**config.mk**
```make
export PLATFORM = sky130hd
export DESIGN_NAME = frame_sync_ctrl
export DESIGN_NICKNAME = d
export VERILOG_FILES = /design/src/rtl/frame_sync_ctrl.sv
export SDC_FILE = /design/constraint.sdc
export NUM_CORES = 1
export LEC_CHECK = 0
export BUFFER_PORTS_ARGS = -buffer_cell sky130_fd_sc_hd__buf_2
export CELL_PAD_IN_SITES_DETAIL_PLACEMENT = 0
export CELL_PAD_IN_SITES_GLOBAL_PLACEMENT = 1
export CORE_MARGIN = 2
export CORE_UTILIZATION = 35
export DETAILED_ROUTE_END_ITERATION = 16
export HOLD_SLACK_MARGIN = 0.15
export PLACE_DENSITY_LB_ADDON = 0.15
export SLEW_MARGIN = 20
export SYNTH_ARGS = -nofsm -noshare
export SYNTH_HDL_FRONTEND = slang
export SYNTH_SLANG_ARGS = --single-unit
```
**constraint.sdc**
```tcl
create_clock -name clk -period 2 [get_ports clk]
set_clock_uncertainty 0.2 [all_clocks]
set_input_delay 0.2 -clock clk [delete_from_list [all_inputs] [get_ports clk]]
set_output_delay 0.2 -clock clk [all_outputs]
set_load 0.01 [all_outputs]
```
**src/rtl/frame_sync_ctrl.sv**
```systemverilog
// Frame sync-state controller: qualifies aligner headers against the frame period and
// walks HUNT->PRESYNC->SYNC/FLYWHEEL. Optional counters enabled by FRAME_SYNC_STATS_EN.
module frame_sync_ctrl #(
   parameter int unsigned  FRAME_LEN   = 12,
   parameter int unsigned  CONFIRM_CNT = 3,
   parameter int unsigned  LOSS_CNT    = 4,
   parameter int unsigned  POS_W       = 4,
   parameter int unsigned  HDR_POS     = 0,
   localparam int unsigned CNT_W       = $clog2(FRAME_LEN)
) (
   input  logic             clk,
   input  logic             reset_n,
   input  logic             enable,
   input  logic             frame_detect,
   input  logic [POS_W-1:0] fr_byte_position,
   output logic             in_sync,
   output logic [1:0]       sync_state,
   output logic             frame_start,
   output logic             payload_valid,
   output logic [CNT_W-1:0] byte_idx,
   output logic             aligner_restart,
   output logic             lof
`ifdef FRAME_SYNC_STATS_EN
   ,
   output logic [15:0]      miss_total,
   output logic [15:0]      lof_total
`endif
);

   localparam int unsigned      GOOD_W   = $clog2(CONFIRM_CNT + 1);
   localparam int unsigned      MISS_W   = $clog2(LOSS_CNT + 1);
   localparam logic [CNT_W-1:0] CNT_LAST = CNT_W'(FRAME_LEN - 1);

   typedef enum logic [1:0] {
      ST_HUNT     = 2'b00,
      ST_PRESYNC  = 2'b01,
      ST_SYNC     = 2'b10,
      ST_FLYWHEEL = 2'b11
   } state_t;

   state_t              state, state_nxt;
   logic [CNT_W-1:0]    cnt, cnt_nxt;
   logic [GOOD_W-1:0]   good, good_nxt, good_inc;
   logic [MISS_W-1:0]   miss, miss_nxt, miss_inc;
   logic                hdr_ok, due;
   logic                sync_nxt, restart_nxt, lof_nxt, miss_evt;

   assign hdr_ok   = frame_detect && (fr_byte_position == POS_W'(HDR_POS));
   assign due      = (cnt == '0);
   assign good_inc = (good == GOOD_W'(CONFIRM_CNT)) ? good : good + GOOD_W'(1);
   assign miss_inc = (miss == MISS_W'(LOSS_CNT)) ? miss : miss + MISS_W'(1);

   // Next-state, counters and pulse decisions for the current byte slot.
   always_comb begin
      state_nxt   = state;
      cnt_nxt     = (cnt == CNT_LAST) ? '0 : cnt + CNT_W'(1);
      good_nxt    = good;
      miss_nxt    = miss;
      restart_nxt = 1'b0;
      lof_nxt     = 1'b0;
      miss_evt    = 1'b0;
      if (!enable) begin
         state_nxt = ST_HUNT;
         cnt_nxt   = '0;
         good_nxt  = '0;
         miss_nxt  = '0;
      end else begin
         unique case (state)
            ST_HUNT: begin
               if (hdr_ok) begin
                  state_nxt = ST_PRESYNC;
                  cnt_nxt   = CNT_W'(1);
                  good_nxt  = '0;
               end
            end
            ST_PRESYNC: begin
               if (due && hdr_ok) begin
                  good_nxt = good_inc;
                  if (good_inc == GOOD_W'(CONFIRM_CNT)) begin
                     state_nxt = ST_SYNC;
                     miss_nxt  = '0;
                  end
               end else if (due) begin
                  state_nxt   = ST_HUNT;
                  restart_nxt = 1'b1;
               end else if (hdr_ok) begin
                  // Early header: treat it as a fresh anchor.
                  cnt_nxt  = CNT_W'(1);
                  good_nxt = '0;
               end
            end
            ST_SYNC, ST_FLYWHEEL: begin
               if (due && hdr_ok) begin
                  state_nxt = ST_SYNC;
                  miss_nxt  = '0;
               end else if (due) begin
                  miss_evt = 1'b1;
                  if (miss_inc == MISS_W'(LOSS_CNT)) begin
                     state_nxt   = ST_HUNT;
                     lof_nxt     = 1'b1;
                     restart_nxt = 1'b1;
                     cnt_nxt     = '0;
                     miss_nxt    = '0;
                  end else begin
                     state_nxt = ST_FLYWHEEL;
                     miss_nxt  = miss_inc;
                  end
               end
            end
            default: state_nxt = ST_HUNT;
         endcase
      end
      sync_nxt = (state_nxt == ST_SYNC) || (state_nxt == ST_FLYWHEEL);
   end

   // State, counters and registered outputs.
   always_ff @(posedge clk or negedge reset_n) begin
      if (!reset_n) begin
         state           <= ST_HUNT;
         cnt             <= '0;
         good            <= '0;
         miss            <= '0;
         in_sync         <= 1'b0;
         frame_start     <= 1'b0;
         payload_valid   <= 1'b0;
         byte_idx        <= '0;
         aligner_restart <= 1'b0;
         lof             <= 1'b0;
      end else begin
         state           <= state_nxt;
         cnt             <= cnt_nxt;
         good            <= good_nxt;
         miss            <= miss_nxt;
         in_sync         <= sync_nxt;
         frame_start     <= sync_nxt && due;
         payload_valid   <= sync_nxt && !due;
         byte_idx        <= enable ? cnt : '0;
         aligner_restart <= restart_nxt;
         lof             <= lof_nxt;
      end
   end

   assign sync_state = state;

`ifdef FRAME_SYNC_STATS_EN
   // Saturating event counters; survive enable=0.
   always_ff @(posedge clk or negedge reset_n) begin
      if (!reset_n) begin
         miss_total <= '0;
         lof_total  <= '0;
      end else begin
         if (miss_evt && (miss_total != 16'hFFFF)) miss_total <= miss_total + 16'd1;
         if (lof_nxt && (lof_total != 16'hFFFF))   lof_total  <= lof_total + 16'd1;
      end
   end
`endif

endmodule
```
==> impl_metrics.toml <==
[power]
p_leak_uw = 0.000668
p_int_uw = 575
p_seq_share_pct = 54.4
cellPowerDensity_mw_per_mm2 = 538
pwr-share-comb_pct = 14.7
power_frac_clock_pct = 30.9
p_sw_share_pct = 24.8
vdd_drop_max_uv = 230
p_sw_uw = 189

[synthesis]
synth_edf_count = 0
synth_adder_area_share_pct = 4.73
synthCells = 102
synthArstFlopShare_pct = 100
synthMuxAreaShare_pct = 2.25
synthXorXnorAreaFrac_pct = 0
synth_ff_type = "dfrtp_1"
synthSimpleGateAreaFrac_pct = 19.4
syn_nets = 114
syn_area_per_cell_um2 = 10.4
synth_seq_area_share_pct = 47.3
synth_largest_area_cell = "dfrtp_1"
synth_cell_types = 40
synth_top_area_share_pct = 47.3
synth_top_family_by_area = "compound AO/OA/AOI/OAI gates"
synth_area_leaders = "dfrtp_1, ha_1, and2_1"
synth.ff_latch_count = 20
synth_compound_area_share_pct = 21.9
ys_warn_count = 0
mappedNetlistArea_mm2 = 0.00106

[floorplanning]
floorplan.rows = 19
initial_core_util_pct = 37.7
die_area_mm2 = 0.00348
die_w_um = 59.0
ioPinCount = 19
core_mm2 = 0.00281
die_y_um = 59.0

[grt]
grt_first_pass_wirelength_mm = 3.93
grt_start_max_net_pins = 21
grt_usage_pct = 14.9
antenna_found_initial = 0
grt_pass1_vias = 838
overflow = 0

[setup_path]
path_max_fanout = 7
criticalPathCategory = "reg -> reg"
worstPathArrival_ns = 1.97
endpoint_kind = "flop"
critPathRequiredTime_ns = 1.95
crit_path_start_kind = "flop"

[cells_and_area]
antenna_cells = 0
fillCellCount = 273
mostFrequentLayoutCells = "dfrtp_1, buf_2, buf_4"
drive_gt1_share_pct = 36.4
layout_commonest_cell = "dfrtp_1"
areaGrowthSynthToFinish_pct = 34.0
finalNetCount = 156
final_area_mm2 = 0.00142

[detailed_routing]
wl_per_cell_um = 13.5
routed_wl_mm = 2.35
avgViaCountPerCell = 5.32
drt-initial-drc-count = 24
firstDrtPassIters = 4
dr_total_vias = 926
drc = 0
drtAntennaViolNets = 0

[sta]
layout_min_cycle_time_ns = 2.01
worst_slack_ns = -0.0108
final-hold-violation-count = 0
finalCritPeriodShare_pct = 101
setup_viol_count_final = 3
slew_headroom_pct = 68.8
finalMaxSlewViolations = 0
worst_pin_slew_ns = 0.456
rsz0062_at_grt = "yes"
fmax_mhz = 497

[clock_network]
clk_latency_ns = 0.30
cts_root_buf = "clkbuf_4"
cts_buffer_depth = 2
cts_tree = "built"
cts_made_buffers = 3
cts-htree-levels = 1
clk_transition_reported_paths_ns = 0.12
clock_sinks = 20

[run_status]
status = "finished, violations left"
violations = "setup timing"

[placement]
place_area_mm2 = 0.00132
port_buffers = 18
dp_hpwl_mm = 1.67
dp_slack_ns = -0.0590
gp_congestion = 0.738

[flow_run]
cap_violations = 0

[hold_path]
hold_class = "in -> async"
==> worst max-delay path: stages, from the launching register on <==
cell,delay [ns]
dfrtp_1,0.42
ha_2,0.20
buf_4,0.13
a21oi_1,0.21
a311oi_4,0.07
buf_6,0.16
a2111oi_0,0.48
==> synthesized netlist by cell type, drive strengths merged (2+ instances only) <==
master,instances
and3,2
inv,9
or3b,2
nand2b,4
a31oi,4
nor3,2
a21oi,6
o2111a,2
ha,4
dfrtp,20
and2,5
buf,2
o21ai,6
nor4,2
nor2,7
nand3,2
nand2,4
mux2i,2
==> metal layers <==
layer	up-vias	track usage (%)	share of wire, %
met4	0	3.90	0.68
met2	31	22.5	44
met1	434	22.0	50
li1	457	-	-
met5	-	0	0
met3	4	2.62	5.4
==> sequential cells by signal, indices dropped and copies added (netlist names), 2 cells and up <==
signal	count
sync_state	2
byte_idx	4
good	2
miss	3
cnt	4
==> power by group through the flow <==
stage | Combinational [uW] | Sequential, uW | Clock [uW]
2_1_floorplan | 43.2 | 427 | 0
3_3_place_gp | 100 | 423 | 0
4_1_cts | 106 | 416 | 246
3_5_place_dp | 101 | 423 | 0
6_report | 112 | 416 | 236
5_1_grt | 125 | 417 | 268
==> worst paths after layout <==
path,cells past startpoint,slack [ns],to,from
max,6,-0.01,frame_start,miss[1]
min,2,0.17,frame_start,reset_n
max reg2reg,6,-0.01,frame_start,miss[1]
min reg2reg,1,0.36,miss[1],miss[1]
max in group asynchronous,2,1.12,good[0],reset_n
min in group clk,4,0.21,cnt[1],fr_byte_position[2]
==> timing repair <==
action | in CTS | in global routing
setup buffers | 1 | 0
setup endpoints to repair | 7 | 11
hold buffers | 4 | 0
endpoints found under the hold margin | 34 | 0
gates resized for setup | 1 | 3
pin swaps | 2 | 2
==> logic make-up after synthesis <==
group	count (synthesis)
simple gates	34
compound gates	30
flops	20
buf+inv	12
fa+ha+maj	4
mux	2
==> stage by stage <==
stage / utilization, % / std cells / hold WS (ns) / setup TNS [ns] / power [uW]
after floorplan: - / 102 / -0.296 / 0 / 471
after global placement: 46.9 / 165 / -0.0281 / -0.0218 / 524
after detailed placement: 46.9 / 165 / -0.0161 / -0.193 / 524
after CTS: 50.0 / 174 / 0.181 / -0.0286 / 768
after global routing: 50.6 / 174 / 0.192 / -0.184 / 810
final: 50.6 / 174 / 0.165 / -0.0213 / 764
==> cell type report <==
class | count | area (um^2) | area share, %
Multi-Input combinational cell | 70 | 541 | 38.1
Sequential cell | 20 | 500 | 35.3
Timing Repair Buffer | 40 | 269 | 19.0
Tap cell | 31 | 38.8 | 2.73
Clock buffer | 4 | 36.3 | 2.56
Inverter | 9 | 33.8 | 2.38
(Power assumes the default switching activity.)
